--- config.mk ---
export PLATFORM = sky130hd
export DESIGN_NAME = pe_array_sequencer
export DESIGN_NICKNAME = d
export VERILOG_FILES = /design/src/rtl/pe_array_pkg.sv /design/src/rtl/skew_line.sv /design/src/rtl/pe_array_sequencer.sv
export SDC_FILE = /design/constraint.sdc
export NUM_CORES = 1
export LEC_CHECK = 0
export BUFFER_PORTS_ARGS = -buffer_cell sky130_fd_sc_hd__buf_2
export CORE_UTILIZATION = 53
export CTS_CLUSTER_DIAMETER = 200
export DETAILED_ROUTE_END_ITERATION = 6
export GPL_ROUTABILITY_DRIVEN = 0
export PLACE_DENSITY = 0.79
export SLEW_MARGIN = 5
export SYNTH_ARGS = -nofsm -noshare
export SYNTH_HDL_FRONTEND = slang
export SYNTH_SLANG_ARGS = --single-unit
--- constraint.sdc ---
create_clock -name iClk -period 2.31 [get_ports iClk]
set_input_delay 0.3465 -clock iClk [delete_from_list [all_inputs] [get_ports iClk]]
set_output_delay 0.3465 -clock iClk [all_outputs]
set_load 0.02 [all_outputs]
--- src/rtl/pe_array_pkg.sv ---
// -----------------------------------------------------------------------------
// pe_array_pkg
// Shared constants and the sequencer FSM encoding for the PE-array front end.
//   Data_width : element / partial-sum width
//   WORD_SIZE  : packed word of NUM_PE elements
//   NUM_PE     : chained PE count (skew depth and result latency)
// -----------------------------------------------------------------------------
package pe_array_pkg;

    localparam int Data_width = 8;
    localparam int NUM_PE     = 9;
    localparam int WORD_SIZE  = NUM_PE * Data_width;

    typedef enum logic [1:0] {
        ST_IDLE   = 2'd0,
        ST_LOAD   = 2'd1,
        ST_STREAM = 2'd2,
        ST_DRAIN  = 2'd3
    } state_t;

endpackage

--- src/rtl/skew_line.sv ---
// -----------------------------------------------------------------------------
// skew_line
// Fixed-depth shift register that delays one array lane by DEPTH cycles.
// Clears to zero on reset so no stale element reaches the array.
//   clk   : clock, rising edge
//   rst_n : synchronous active-low reset
//   d     : lane element in
//   q     : lane element delayed by DEPTH cycles
// -----------------------------------------------------------------------------
module skew_line #(
    parameter int DEPTH = 1,
    parameter int W     = 8
) (
    input  logic         clk,
    input  logic         rst_n,
    input  logic [W-1:0] d,
    output logic [W-1:0] q
);

    logic [W-1:0] sr [DEPTH];

    always_ff @(posedge clk) begin
        if (!rst_n) begin
            for (int i = 0; i < DEPTH; i++) sr[i] <= '0;
        end else begin
            sr[0] <= d;
            for (int i = 1; i < DEPTH; i++) sr[i] <= sr[i-1];
        end
    end

    assign q = sr[DEPTH-1];

endmodule

--- src/rtl/pe_array_sequencer.sv ---
// -----------------------------------------------------------------------------
// pe_array_sequencer
// Front-end sequencer for a chain of NUM_PE processing elements: loads a weight
// word, streams ifmap windows through a per-lane skew, and returns the final
// partial sum of each accepted window as a single-cycle result strobe.
//   iClk / iRest_n          : clock, synchronous active-low reset
//   w_valid/w_data/w_ready  : weight word handshake
//   win_valid/win_data/
//   win_ready               : ifmap window handshake
//   enable_w, Run           : array weight-load strobe and compute enable
//   Weight_f_top            : registered weights to the array
//   Ifmap_f_left            : skewed elements, slice k to PE k
//   Psum_t_down             : final partial sum from the last PE
//   res_valid / res_data    : result strobe and value (no backpressure)
//   busy                    : high outside IDLE
// -----------------------------------------------------------------------------
module pe_array_sequencer #(
    parameter int Data_width = pe_array_pkg::Data_width,
    parameter int WORD_SIZE  = pe_array_pkg::WORD_SIZE,
    parameter int NUM_PE     = pe_array_pkg::NUM_PE
) (
    input  logic                  iClk,
    input  logic                  iRest_n,
    input  logic                  w_valid,
    input  logic [WORD_SIZE-1:0]  w_data,
    output logic                  w_ready,
    input  logic                  win_valid,
    input  logic [WORD_SIZE-1:0]  win_data,
    output logic                  win_ready,
    output logic                  enable_w,
    output logic                  Run,
    output logic [WORD_SIZE-1:0]  Weight_f_top,
    output logic [WORD_SIZE-1:0]  Ifmap_f_left,
    input  logic [Data_width-1:0] Psum_t_down,
    output logic                  res_valid,
    output logic [Data_width-1:0] res_data,
    output logic                  busy
);

    import pe_array_pkg::*;

    state_t state_q, state_d;

    logic w_ready_c, win_ready_c, enable_w_c, run_c, busy_c;
    logic w_fire, win_fire;

    // One token per accepted window; the last stage lines up with the
    // array's final partial sum for that window.
    logic [NUM_PE:0]      tok_q;
    logic                 pipe_empty;
    logic [WORD_SIZE-1:0] lane_in_q;

    assign pipe_empty = ~|tok_q;
    assign w_fire     = w_valid   & w_ready_c;
    assign win_fire   = win_valid & win_ready_c;

    always_ff @(posedge iClk) begin
        if (!iRest_n) state_q <= ST_IDLE;
        else          state_q <= state_d;
    end

    always_comb begin
        state_d = state_q;
        case (state_q)
            ST_IDLE:   if (w_fire)  state_d = ST_LOAD;
            ST_LOAD:                state_d = ST_STREAM;
            ST_STREAM: if (w_valid) state_d = ST_DRAIN;
            ST_DRAIN:  if (w_fire)  state_d = ST_LOAD;
            default:                state_d = ST_IDLE;
        endcase
    end

    always_comb begin
        w_ready_c   = 1'b0;
        win_ready_c = 1'b0;
        enable_w_c  = 1'b0;
        run_c       = 1'b0;
        busy_c      = 1'b1;
        case (state_q)
            ST_IDLE: begin
                w_ready_c = 1'b1;
                busy_c    = 1'b0;
            end
            ST_LOAD:   enable_w_c = 1'b1;
            ST_STREAM: begin
                run_c       = 1'b1;
                // A pending weight word blocks new windows so the array is
                // drained before its weights change.
                win_ready_c = ~w_valid;
            end
            ST_DRAIN: begin
                run_c     = 1'b1;
                w_ready_c = pipe_empty;
            end
            default: busy_c = 1'b0;
        endcase
    end

    // Outputs are forced low while reset is asserted, not only after the edge.
    assign w_ready   = w_ready_c   & iRest_n;
    assign win_ready = win_ready_c & iRest_n;
    assign enable_w  = enable_w_c  & iRest_n;
    assign Run       = run_c       & iRest_n;
    assign busy      = busy_c      & iRest_n;
    assign res_valid = tok_q[NUM_PE] & iRest_n;
    assign res_data  = res_valid ? Psum_t_down : '0;

    always_ff @(posedge iClk) begin
        if (!iRest_n)    Weight_f_top <= '0;
        else if (w_fire) Weight_f_top <= w_data;
    end

    always_ff @(posedge iClk) begin
        if (!iRest_n) tok_q <= '0;
        else          tok_q <= {tok_q[NUM_PE-1:0], win_fire};
    end

    // Input stage: captures the accepted window, otherwise injects a zero
    // bubble into every lane.
    always_ff @(posedge iClk) begin
        if (!iRest_n)      lane_in_q <= '0;
        else if (win_fire) lane_in_q <= win_data;
        else               lane_in_q <= '0;
    end

    assign Ifmap_f_left[Data_width-1:0] = lane_in_q[Data_width-1:0];

    for (genvar k = 1; k < NUM_PE; k++) begin : g_skew
        skew_line #(
            .DEPTH (k),
            .W     (Data_width)
        ) u_skew (
            .clk   (iClk),
            .rst_n (iRest_n),
            .d     (lane_in_q[k*Data_width +: Data_width]),
            .q     (Ifmap_f_left[k*Data_width +: Data_width])
        );
    end

    if (WORD_SIZE > NUM_PE * Data_width) begin : g_pad
        assign Ifmap_f_left[WORD_SIZE-1:NUM_PE*Data_width] = '0;
    end

endmodule

# After elaboration in Yosys (flattened, before gate mapping)

Memory sizes are Yosys's and may differ from the RTL's.
Index checks and enable logic that the tools add are counted.

Equal/unequal tests: 5
Reduce and logical (&&, ||, !) cells: 8
Bitwise operators: 44
Muxes and demuxes: 48

Operators with widths:

| cell                                                                   | count |
|---|---|
| 8-bit two-way mux                                                      | 37 |
| 1-bit bitwise OR                                                       | 35 |
| 10-bit OR reduction                                                    | 1 |
| 1-bit AND                                                              | 8 |
| 8-bit OR reduction                                                     | 1 |
| 1-bit two-way mux                                                      | 7 |
| 2-bit one-hot mux with 3 select lines                                  | 1 |
| 2-bit equality test (second input constant)                            | 2 |
| 2-bit two-way mux                                                      | 2 |
| 2-bit AND reduction                                                    | 2 |
| 2-bit OR reduction                                                     | 2 |
| 2-bit by 1-bit equality test with 1-bit output (second input constant) | 1 |
| 2-bit logical NOT                                                      | 1 |
| 2-bit by 1-bit != test with 1-bit output (second input constant)       | 1 |
| 2-bit != test (second input constant)                                  | 1 |
| 1-bit one-hot mux with 2 select lines                                  | 1 |
| 1-bit logical NOT                                                      | 1 |
| 1-bit NOT                                                              | 1 |

Input bits: 156
Memories kept: 8
Logic and storage cells: 117
Register bits after elaboration: 156
RAM bits: 288

Memories:

| memory              | words | width | read ports | clocked after Yosys merged registers in | wr ports | line            | text |
|---|---|---|---|---|---|---|---|
| g_skew[8].u_skew.sr | 8     | 8     | 8          | 0                                       | 8        | skew_line.sv:20 | `logic [W-1:0] sr [DEPTH];` |
| g_skew[7].u_skew.sr | 7     | 8     | 7          | 0                                       | 7        | skew_line.sv:20 |  |
| g_skew[6].u_skew.sr | 6     | 8     | 6          | 0                                       | 6        | skew_line.sv:20 |  |
| g_skew[5].u_skew.sr | 5     | 8     | 5          | 0                                       | 5        | skew_line.sv:20 |  |
| g_skew[4].u_skew.sr | 4     | 8     | 4          | 0                                       | 4        | skew_line.sv:20 |  |
| g_skew[3].u_skew.sr | 3     | 8     | 3          | 0                                       | 3        | skew_line.sv:20 |  |
| 2 more memories     | --    | --    | --         | --                                      | --       | --              |  |

# Depth between registers and ports, before layout

Gate-level depths: netlist of the first run.

Word-level depth: 6
Gate-level depth with buffers: 7

# Modules after synthesis

Synthesis of the first run repeated with hierarchy kept, for this count alone.

Cell total of the unflattened synthesis: 1,173
Area total of the unflattened synthesis: 13,763.2 µm²

Modules (own cells, without submodules):

| module                       | area each (µm²) | cells an instance | instances |
|---|---|---|---|
| pe_array_sequencer           | 5,531.6         | 538               | 1 |
| skew_line (g_skew[8].u_skew) | 1,851.8         | 142               | 1 |
| skew_line (g_skew[7].u_skew) | 1,532.7         | 118               | 1 |
| skew_line (g_skew[6].u_skew) | 1,391.3         | 109               | 1 |
| skew_line (g_skew[5].u_skew) | 1,107.3         | 84                | 1 |
| skew_line (g_skew[4].u_skew) | 895.9           | 67                | 1 |
| skew_line (g_skew[3].u_skew) | 735.7           | 58                | 1 |
| skew_line (g_skew[2].u_skew) | 506.7           | 41                | 1 |
| skew_line (g_skew[1].u_skew) | 210.2           | 16                | 1 |

# Worst setup path after synthesis of the first run

No wires, ideal clock.

Path kind: input port to output port
From: in iRest_n
To: out busy
Arrival: 1.475 ns
Data required time: 1.964 ns
Stages: 4
Path slack: 0.488 ns
Path through: clkbuf_1 -> clkbuf_1 -> clkbuf_1 -> nor2b_1

Word-level cells in the longest chain between the ends: 1

RTL lines:

| item            | line                      | text |
|---|---|---|
| start, declared | pe_array_sequencer.sv:23  | `input logic iRest_n,` |
| 1-bit AND       | pe_array_sequencer.sv:104 | `assign busy = busy_c & iRest_n;` |
| end, declared   | pe_array_sequencer.sv:37  | `output logic busy` |

Every way passes these cells.

# Final worst setup path of the first run

From: reg state_q[0]
To: out w_ready

Word-level cells in the longest chain between the ends: 3

RTL lines:

| item                                                            | line                      | text |
|---|---|---|
| start, declared                                                 | pe_array_sequencer.sv:42  | `state_t state_q, state_d;` |
| start signal, assigned                                          | pe_array_sequencer.sv:59  | `else state_q <= state_d;` |
| 2-bit equality test / 2-bit logical NOT (equally long branches) | pe_array_sequencer.sv:79  | `case (state_q)` |
| 1-bit one-hot mux with 2 select lines (*)                       | pe_array_sequencer.sv:79  |  |
| 1-bit AND (*)                                                   | pe_array_sequencer.sv:100 | `assign w_ready = w_ready_c & iRest_n;` |
| end, declared                                                   | pe_array_sequencer.sv:26  | `output logic w_ready,` |

Mark *: on every way between the ends. The rest lies on a longest branch, timed or not.

==> results of run 1 <==
area by class of cell:
| type | count | area (sq um) |
|---|---|---|
| Sequential cell | 444 | 8890 |
| Fill cell | 1976 | 8760 |
| Multi-Input combinational cell | 617 | 3870 |
| Timing Repair Buffer | 329 | 1750 |
| Clock buffer | 63 | 1220 |
| Tap cell | 330 | 413 |
| Clock inverter | 14 | 184 |
| Inverter | 3 | 11.3 |
| Antenna cell | 3 | 7.51 |
layer usage:
metal,vias to the layer above,routed length (um),GRT usage
li1,4173,-,-
met1,3656,9890,0.205
met2,245,11500,0.315
met3,58,1880,0.0684
met4,8,559,0.0656
met5,-,40,0
kinds of logic after synthesis:
group / synth area share
simple gates: 0.224
flops: 0.658
buf+inv: 0.0566
mux: 0.0541
compound gates: 0.00379
fa+ha+maj: 0.00370
critical path, cell delays in order, from the launching register on:
cell	delay (ns)
dfxtp_2	0.35
ha_1	0.17
nor4b_4	0.25
a31oi_4	0.13
nor3b_2	0.19
buf_4	0.17
power by group through the flow:
stage               clock network, mW  registers [mW]  logic [mW]
floorplan                           0            8.79        1.23
global placement                    0            8.42        2.14
detailed placement                  0            8.41        2.19
CTS                              7.04            8.26        2.20
global route                     7.41            8.30        2.37
finish                           6.87            8.26        2.21
synthesized netlist by cell type, drive strengths merged, types with 2 or more instances:
library cell  instances  area share
o21ai                 3      0.0011
mux2i                73       0.054
ha                    4      0.0037
buf                  57       0.038
and3                 80       0.037
and2                300        0.14
nand2               145       0.040
nor3b                 2      0.0011
dfxtp               444        0.66
inv                   3     0.00083
clkbuf               65       0.018
flip-flops by register name, indices dropped and copies added, names as in the netlist:
signal	flops
state_q	2
Weight_f_top	72
g_skew.u_skew.sr	288
tok_q	10
lane_in_q	72
stage by stage:
step	instances	worst slack, ns	power [mW]
global route	1801	0.0225	18.1
floorplan	1186	0.488	10.0
CTS	1799	0.0129	17.5
detailed placement	1722	0.377	10.6
finish	1803	0.183	17.3
global placement	1722	0.454	10.6
final timing paths:
path,from,to,slack (ns)
setup / recovery,state_q[0],w_ready,0.18
setup reg to reg,state_q[0],Weight_f_top[24],0.36
hold reg to reg,g_skew[6].u_skew.sr[0][11],g_skew[6].u_skew.sr[0][19],0.42
hold / removal,win_data[68],lane_in_q[68],0.05
what timing repair did:
item,4_1_cts,5_1_grt
setup endpoints to repair,0,1
setup buffers,0,1
resized for setup,0,4
==> impl_metrics.py, run 1 <==
metrics = {
    "outcome": {
        "outcome": "completed",
    },
    "cts": {
        "cts_tree": "built",
        "cts-root-buf": "clkbuf_16",
        "cts_max_level": 2,
        "clk_latency_ns": 0.52,
        "clkSlewWorstSetupHoldPaths_ns": 0.06,
        "numCtsBuffers": 43,
        "cts_max_path_buffers": 3,
        "cts_sinks": 444,
        "cts_hold_buf": 0,
    },
    "power": {
        "ir_worst_vdd_uv": 751,
        "power.internal_mw": 13.1,
        "power.switching_mw": 4.27,
        "p_seq_frac": 0.476,
        "p_leak_nw": 7.80,
        "switching_share": 0.246,
        "clock_power_share": 0.396,
        "p_per_area_nw_per_um2": 1060,
        "combinationalPowerShare": 0.128,
    },
    "detailed_routing": {
        "via_count": 8140,
        "vias_per_cell": 4.51,
        "wirelength_um": 23800,
        "post_drt_wl_per_cell_um": 13.2,
        "drtAntennaViolNets": 0,
        "dr.pass1.iters": 6,
        "drtIter0Drc": 435,
        "remaining_drc_errors": 0,
    },
    "setup_path": {
        "start_kind": "flip-flop",
        "worstSetupPathType": "flip-flop to primary output",
        "cp.arrival_ns": 1.78,
        "cp_max_fo": 4,
        "critPathRequiredTime_ns": 1.96,
        "worstRegToRegCells": 6,
        "worst_setup_path_end_kind": "primary output",
    },
    "floorplan": {
        "die-area_sq_um": 26100,
        "coreArea_sq_um": 25100,
        "rows": 58,
        "ios": 314,
        "die_h_um": 162,
        "initial_core_util": 0.538,
        "die_w_um": 162,
    },
    "hold_path": {
        "hold_class": "input pin to flip-flop",
        "hold_depth": 2,
    },
    "global_route": {
        "grt_pass1_wl_um": 38200,
        "overflow": 0,
        "first_global_vias": 8053,
        "grt_usage": 0.182,
        "grt_max_degree": 180,
        "antenna_found_initial": 6,
    },
    "timing": {
        "finalClockSkew_ns": 0.0106,
        "setup_tns_ns": 0,
        "rsz0062_at_grt": "no",
        "min_period_ns": 2.13,
        "hold_viol": 0,
        "tightest_slew_ns": 0.587,
        "fin_crit_sh": 0.921,
        "fmax_mhz": 470,
        "finalMaxSlewViolations": 0,
        "relSlewSlack": 0.609,
        "setup_violations": 0,
        "whs_ns": 0.0536,
    },
    "finish": {
        "fin_util": 0.651,
        "drive_above_1_share": 0.274,
        "nNetsFinal": 1598,
        "final_common_cell": "dfxtp_1",
        "syn_to_final_growth_pct": 21.0,
        "final_cell_mix": "dfxtp_1 (442), buf_2 (311), and2_1 (299), nand2_1 (145), and3_1 (80)",
        "design_area_sq_um": 16400,
    },
    "logic_synthesis": {
        "synth-async-reset-ratio": 0,
        "synth_fp_nets": 1346,
        "ys_types": 26,
        "synth.avg_cell_area_sq_um": 11.4,
        "synth_flop_cell": "dfxtp_1",
        "ys_seq_area_frac": 0.658,
        "syn_inst": 1186,
        "netlist_area_sq_um": 13500,
        "yosysWarningCount": 0,
        "synth_seq_cells": 444,
        "synth-edff-count": 0,
    },
    "placed_design": {
        "postPlaceCellArea_sq_um": 14900,
        "dp_hpwl_um": 15300,
        "port_buffers": 313,
    },
    "run": {
        "max_cap_viol_count": 0,
    },
}
Note: power is estimated with default switching activity, not from simulation.
==> inputs of run 2 (changes only) <==
- ABC_AREA: default -> 1
- SETUP_SLACK_MARGIN: default -> 0.5
==> run 2 against run 1 <==
Against the previous run: flip-flop and latch count did not move; worst hold slack got worse by 0.028 ns; clock power fell by 2%; setup slack improved by 0.14 ns; final cell count rose by 22%; wire length rose by 7.0%; non-clock buffer count rose by 3; die area rose by 1.8%; sequential share of layout area fell by 1.4 points; critical endpoint unchanged; largest cell class unchanged; highest routed layer is now met4.
==> impl_metrics.py, run 2 <==
metrics = {
    "setup_path": {
        "worst_setup_path_end_kind": "primary output",
        "r2r_start": "state_q[1]",
        "path_cells": "ha_4 > nand2_2 > nor2_2 > nand2_1 > nand2_2 > nand2_2 > nor2_4 > buf_6",
        "worstRegToRegCells": 10,
        "worstSetupPathType": "flip-flop to primary output",
        "rrSetupSlack_ns": 0.59,
        "rr_endpoint": "Weight_f_top[24]",
        "crit_start": "state_q[1]",
        "cp_max_fo": 3,
        "cpMaxStageDelayCell": "dfxtp_4",
        "path_delay_family": "simple AND/OR/NAND/NOR gates",
        "critPathRequiredTime_ns": 1.96,
        "path_common_cell": "nand2_2",
        "cp.arrival_ns": 1.65,
        "start_kind": "flip-flop",
        "critPathMaxStageDelay_ns": 0.37,
        "crit_buf_inv": 1,
    },
    "power": {
        "p_seq_frac": 0.452,
        "power.internal_mw": 13.2,
        "ir_worst_vdd_uv": 1200,
        "p_leak_nw": 10.0,
        "p_per_area_nw_per_um2": 1090,
        "power.switching_mw": 5.06,
        "clock_power_share": 0.371,
        "switching_share": 0.278,
        "combinationalPowerShare": 0.177,
    },
    "global_route": {
        "top_usage_layer": "met2",
        "overflow": 0,
        "grt_util_met2": 0.328,
        "grt_max_degree": 151,
        "grt_pass1_wl_um": 39900,
        "first_global_vias": 8719,
        "antenna_found_initial": 0,
        "use_met3": 0.0333,
        "met1_usage": 0.203,
        "grt_usage": 0.184,
    },
    "timing": {
        "setup_tns_ns": 0,
        "finalMaxSlewViolations": 0,
        "setup_violations": 0,
        "fin_crit_sh": 0.862,
        "hold_viol": 0,
        "relSlewSlack": 0.488,
        "rsz0062_at_grt": "yes",
        "tightest_slew_ns": 0.768,
        "whs_ns": 0.0260,
        "fmax_mhz": 502,
        "layout_setup_ws_ns": 0.318,
        "finalClockSkew_ns": 0.0205,
        "min_period_ns": 1.99,
    },
    "detailed_routing": {
        "remaining_drc_errors": 0,
        "vias_per_cell": 4.36,
        "post_drt_wl_per_cell_um": 11.6,
        "drtIter0Drc": 757,
        "wirelength_um": 25500,
        "drtAntennaViolNets": 0,
        "dr.pass1.iters": 6,
        "via_count": 9569,
    },
    "finish": {
        "design_area_sq_um": 16800,
        "final_cell_mix": "dfxtp_1 (442), inv_1 (385), nand2_1 (375), buf_2 (307), nor2_1 (90)",
        "insertedDiodeCount": 0,
        "fillCellCount": 2007,
        "syn_to_final_growth_pct": 21.9,
        "drive_above_1_share": 0.221,
        "top_register": "g_skew.u_skew.sr",
        "largestRegisters": "g_skew.u_skew.sr x288, Weight_f_top x72, lane_in_q x72",
        "regArea_sq_um": 8890,
        "largest_register_ffs": 288,
        "fin_util": 0.663,
        "multi_input_comb_area_sq_um": 2750,
        "nNetsFinal": 1995,
        "final_common_cell": "dfxtp_1",
    },
    "cts": {
        "clk_latency_ns": 0.53,
        "numCtsBuffers": 43,
        "cts_max_level": 2,
        "cts_max_path_buffers": 3,
        "cts_sinks": 444,
        "cts-root-buf": "clkbuf_16",
        "clkSlewWorstSetupHoldPaths_ns": 0.06,
        "cts_tree": "built",
    },
    "logic_synthesis": {
        "synth_fp_nets": 1746,
        "synth-edff-count": 0,
        "syn_inst": 1586,
        "yosysWarningCount": 0,
        "ys_types": 17,
        "yosysMostFrequentCell": "dfxtp_1",
        "synthTopCellsByArea": "dfxtp_1 (65%), inv_1 (11%), nand2_1 (10%), nand4_1 (3.3%), buf_4 (2.9%)",
        "synth.avg_cell_area_sq_um": 8.68,
        "netlist_top_cells_count": "dfxtp_1 (444), inv_1 (387), nand2_1 (379), nor2_1 (93), a21oi_1 (74)",
        "synth_flop_cell": "dfxtp_1",
        "yosys.area.top_type": "dfxtp_1",
        "yosysTopAreaCellShare": 0.646,
        "ys_seq_area_frac": 0.646,
        "synth_seq_cells": 444,
        "synth-async-reset-ratio": 0,
        "netlist_area_sq_um": 13800,
    },
    "floorplan": {
        "initial_core_util": 0.544,
        "coreArea_sq_um": 25300,
        "ios": 314,
        "die-area_sq_um": 26600,
        "die_w_um": 163,
        "die_h_um": 163,
        "rows": 58,
    },
    "outcome": {
        "outcome": "completed",
    },
    "run": {
        "max_cap_viol_count": 0,
    },
    "hold_path": {
        "worstHoldStart": "win_data[6]",
        "hold_depth": 3,
        "hold_end": "lane_in_q[6]",
        "hold_class": "input pin to flip-flop",
    },
    "placed_design": {
        "port_buffers": 313,
        "postPlaceCellArea_sq_um": 15100,
        "preCtsSetupSlack_ns": 0.303,
        "dp_hpwl_um": 15500,
    },
}
-- run 2: cell types whose count changed in the layout (fill, tap and decap cells not counted), sizes merged, moves of 73 or more --
cell	before	now
mux2i	73	0
inv	5	391
and2	300	1
a21oi	0	74
nand2	145	380
nor2	1	93
and3	80	0
-- run 2: kinds of logic after synthesis --
family                   synth area share
flip-flops                          0.646
adder cells (fa/ha/maj)           0.00364
buffers and inverters               0.160
AO/OA/AOI/OAI                      0.0269
AND/OR/NAND/NOR                     0.163
-- run 2: how the worst max path moves through the flow --
stage	end	depth (start not counted)
after global placement	Weight_f_top[65]	6
final	w_ready	8
after CTS	w_ready	8
after floorplan	w_ready	7
after global routing	w_ready	8
after detailed placement	Weight_f_top[6]	8
-- run 2: through the flow --
stage / total power, mW / cells
final: 18.2 / 2197
after global routing: 19.0 / 2197
after CTS: 18.0 / 2195
after detailed placement: 11.0 / 2109
after global placement: 10.9 / 2109
after floorplan: 10.4 / 1586
-- run 2: layout make-up --
| type | instances | area share |
|---|---|---|
| repair buffers | 332 | 0.112 |
| inverters | 388 | 0.0868 |
| clock inverters | 13 | 0.00835 |
| well taps | 330 | 0.0246 |
| flip-flops and latches | 444 | 0.530 |
| clock buffers | 64 | 0.0748 |
| multi-input cells | 626 | 0.164 |
-- run 2: worst reg2reg max path: cells and delay by family (launching register included) --
kind,cells,cell delay (ns)
AO/OA/AOI/OAI,1,0.06
adder cells (fa/ha/maj),1,0.14
buffers and inverters,2,0.44
flip-flops,1,0.37
AND/OR/NAND/NOR,6,0.54
-- run 2: routing by layer --
layer	wire length [um]	part of all wire	up-vias
met5	0	0	-
met4	1210	0.047	0
met3	1570	0.061	84
met2	12800	0.50	347
met1	9950	0.39	4115
li1	-	-	5023
-- run 2: repair_timing --
action / 4_1_cts / 5_1_grt
gates cloned: 0 / 2
hold buffers: 3 / 0
gates resized for setup: 29 / 8
setup endpoints to repair: 77 / 79
endpoints found under the hold margin: 3 / 0
pin swaps: 6 / 2
buffers inserted: 6 / 0
-- run 2: power groups by stage --
stage	clock network [mW]	registers [mW]	logic [mW]
6_report	6.76	8.24	3.22
2_1_floorplan	0	8.71	1.70
3_3_place_gp	0	8.37	2.54
3_5_place_dp	0	8.38	2.61
4_1_cts	6.93	8.23	2.88
5_1_grt	7.28	8.26	3.47
==> inputs of run 3 (changes only) <==
- REMOVE_ABC_BUFFERS: default -> 1
- SLEW_MARGIN: 5 -> 20
==> run 3 against run 2 <==
Against the previous run: global-route usage down 0.40 points; non-clock buffer count shrank 2; critical path depth unchanged; setup slack got worse by 0.023 ns; sequential share of layout area shrank 0.13 points; via count increased by 0.32%; clock power up 8.4%; flip-flop and latch count did not move; first-iteration DRC count is 16% lower; largest power group unchanged; power grew 1.5%.
==> impl_metrics.py, run 3 (same netlist as run 2, synthesis figures left out) <==
metrics = {
    "outcome": {
        "outcome": "completed",
    },
    "setup_path": {
        "crit_start": "state_q[0]",
        "cp.arrival_ns": 1.67,
        "worstRegToRegCells": 6,
        "critPathRequiredTime_ns": 1.96,
        "start_kind": "flip-flop",
        "cp_max_fo": 3,
        "r2r_start": "state_q[1]",
        "worstSetupPathType": "flip-flop to primary output",
        "worst_setup_path_end_kind": "primary output",
        "rr_endpoint": "Weight_f_top[35]",
        "rrSetupSlack_ns": 0.41,
    },
    "cts": {
        "cts_tree": "built",
        "numCtsBuffers": 43,
        "cts-root-buf": "clkbuf_16",
        "cts_sinks": 444,
        "clk_latency_ns": 0.53,
        "cts_max_path_buffers": 3,
        "clkSlewWorstSetupHoldPaths_ns": 0.06,
        "cts_max_level": 2,
        "cts_hold_buf": 0,
    },
    "detailed_routing": {
        "drtIter0Drc": 639,
        "drtAntennaViolNets": 0,
        "post_drt_wl_per_cell_um": 11.3,
        "wirelength_um": 24800,
        "dr.pass1.iters": 7,
        "via_count": 9600,
        "remaining_drc_errors": 0,
        "vias_per_cell": 4.37,
    },
    "hold_path": {
        "hold_class": "input pin to flip-flop",
        "hold_end": "lane_in_q[41]",
        "hold_depth": 3,
        "worstHoldStart": "win_data[41]",
    },
    "global_route": {
        "antenna_found_initial": 0,
        "first_global_vias": 8728,
        "overflow": 0,
        "grt_pass1_wl_um": 39000,
        "grt_usage": 0.180,
        "grt_max_degree": 153,
    },
    "finish": {
        "design_area_sq_um": 16800,
        "largestRegisters": "g_skew.u_skew.sr x288, Weight_f_top x72, lane_in_q x72",
        "final_common_cell": "dfxtp_1",
        "multi_input_comb_area_sq_um": 2750,
        "regArea_sq_um": 8900,
        "fillCellCount": 1982,
        "nNetsFinal": 1993,
        "insertedDiodeCount": 0,
        "top_register": "g_skew.u_skew.sr",
        "final_cell_mix": "dfxtp_1 (442), inv_1 (384), nand2_1 (375), buf_2 (307), nor2_1 (88)",
        "drive_above_1_share": 0.226,
        "syn_to_final_growth_pct": 22.3,
        "fin_util": 0.664,
        "largest_register_ffs": 288,
    },
    "placed_design": {
        "preCtsSetupSlack_ns": 0.374,
        "port_buffers": 313,
        "postPlaceCellArea_sq_um": 15100,
        "dp_hpwl_um": 15200,
    },
    "timing": {
        "relSlewSlack": 0.495,
        "fin_crit_sh": 0.872,
        "rsz0062_at_grt": "yes",
        "tightest_slew_ns": 0.757,
        "fmax_mhz": 496,
        "layout_setup_ws_ns": 0.295,
        "finalMaxSlewViolations": 0,
        "finalClockSkew_ns": 0.0130,
        "setup_violations": 0,
        "setup_tns_ns": 0,
        "min_period_ns": 2.01,
        "whs_ns": 0.0214,
        "hold_viol": 0,
    },
    "floorplan": {
        "initial_core_util": 0.544,
        "die_w_um": 163,
        "die-area_sq_um": 26600,
        "coreArea_sq_um": 25300,
        "die_h_um": 163,
        "rows": 58,
        "ios": 314,
    },
    "power": {
        "p_leak_nw": 10.0,
        "p_per_area_nw_per_um2": 1100,
        "ir_worst_vdd_uv": 930,
    },
    "run": {
        "max_cap_viol_count": 0,
    },
}
## run 3: cell types whose count changed in the layout (fill, tap and decap cells not counted), moves of 2 or more
cell / before / now
nor2_1: 90 / 88
bufinv_16: 2 / 6
clkbuf_1: 11 / 7
buf_6: 3 / 5
buf_4: 9 / 13
dlygate4sd3_1: 3 / 0
buf_12: 6 / 3
## run 3: power breakdown
| group | total [mW] | internal (mW) | switching [mW] |
|---|---|---|---|
| combinational | 2.91 | 0.915 | 1.99 |
| sequential | 8.25 | 8.04 | 0.205 |
| clock | 7.33 | 4.54 | 2.79 |
## run 3: through the flow
| stage | std cells | power (mW) |
|---|---|---|
| 3_3_place_gp | 2111 | 10.9 |
| 4_1_cts | 2194 | 18.6 |
| 3_5_place_dp | 2111 | 11.0 |
| 6_report | 2196 | 18.5 |
| 5_1_grt | 2196 | 19.3 |
| 2_1_floorplan | 1458 | 9.95 |
## run 3: cell type report
cell class / count / share of cell area
timing repair buffer: 330 / 0.106
inverter: 388 / 0.0867
tap: 330 / 0.0245
sequential: 444 / 0.529
clock inverter: 17 / 0.0155
clock buffer: 61 / 0.0758
multi-input combinational: 626 / 0.163
## run 3: timing repair
action	4_1_cts	5_1_grt
pin swaps	5	8
endpoints found under the setup margin	77	85
buffers inserted	5	2
resized for setup	26	9
## run 3: routing by layer
metal | GRT usage | part of all wire | up-vias
li1 | - | - | 5014
met1 | 0.204 | 0.40 | 4172
met4 | 0.100 | 0.040 | 0
met2 | 0.305 | 0.49 | 340
met3 | 0.0472 | 0.071 | 74
met5 | 0 | 0 | -
## run 3: critical path, cell delays in order (launching register included)
cell and delay [ns]:
dfxtp_4 0.38, ha_4 0.14, nand2_2 0.06, nor2_2 0.12
nand2_1 0.07, nand2_2 0.07, nand2_2 0.07, nor2_4 0.09
buf_6 0.13
## run 3: worst max-delay path by stage
stage,end,slack [ns]
floorplan,state_q[0],-1.17
global placement,Weight_f_top[60],0.51
detailed placement,Weight_f_top[1],0.37
CTS,w_ready,0.32
global route,w_ready,0.21
finish,w_ready,0.30
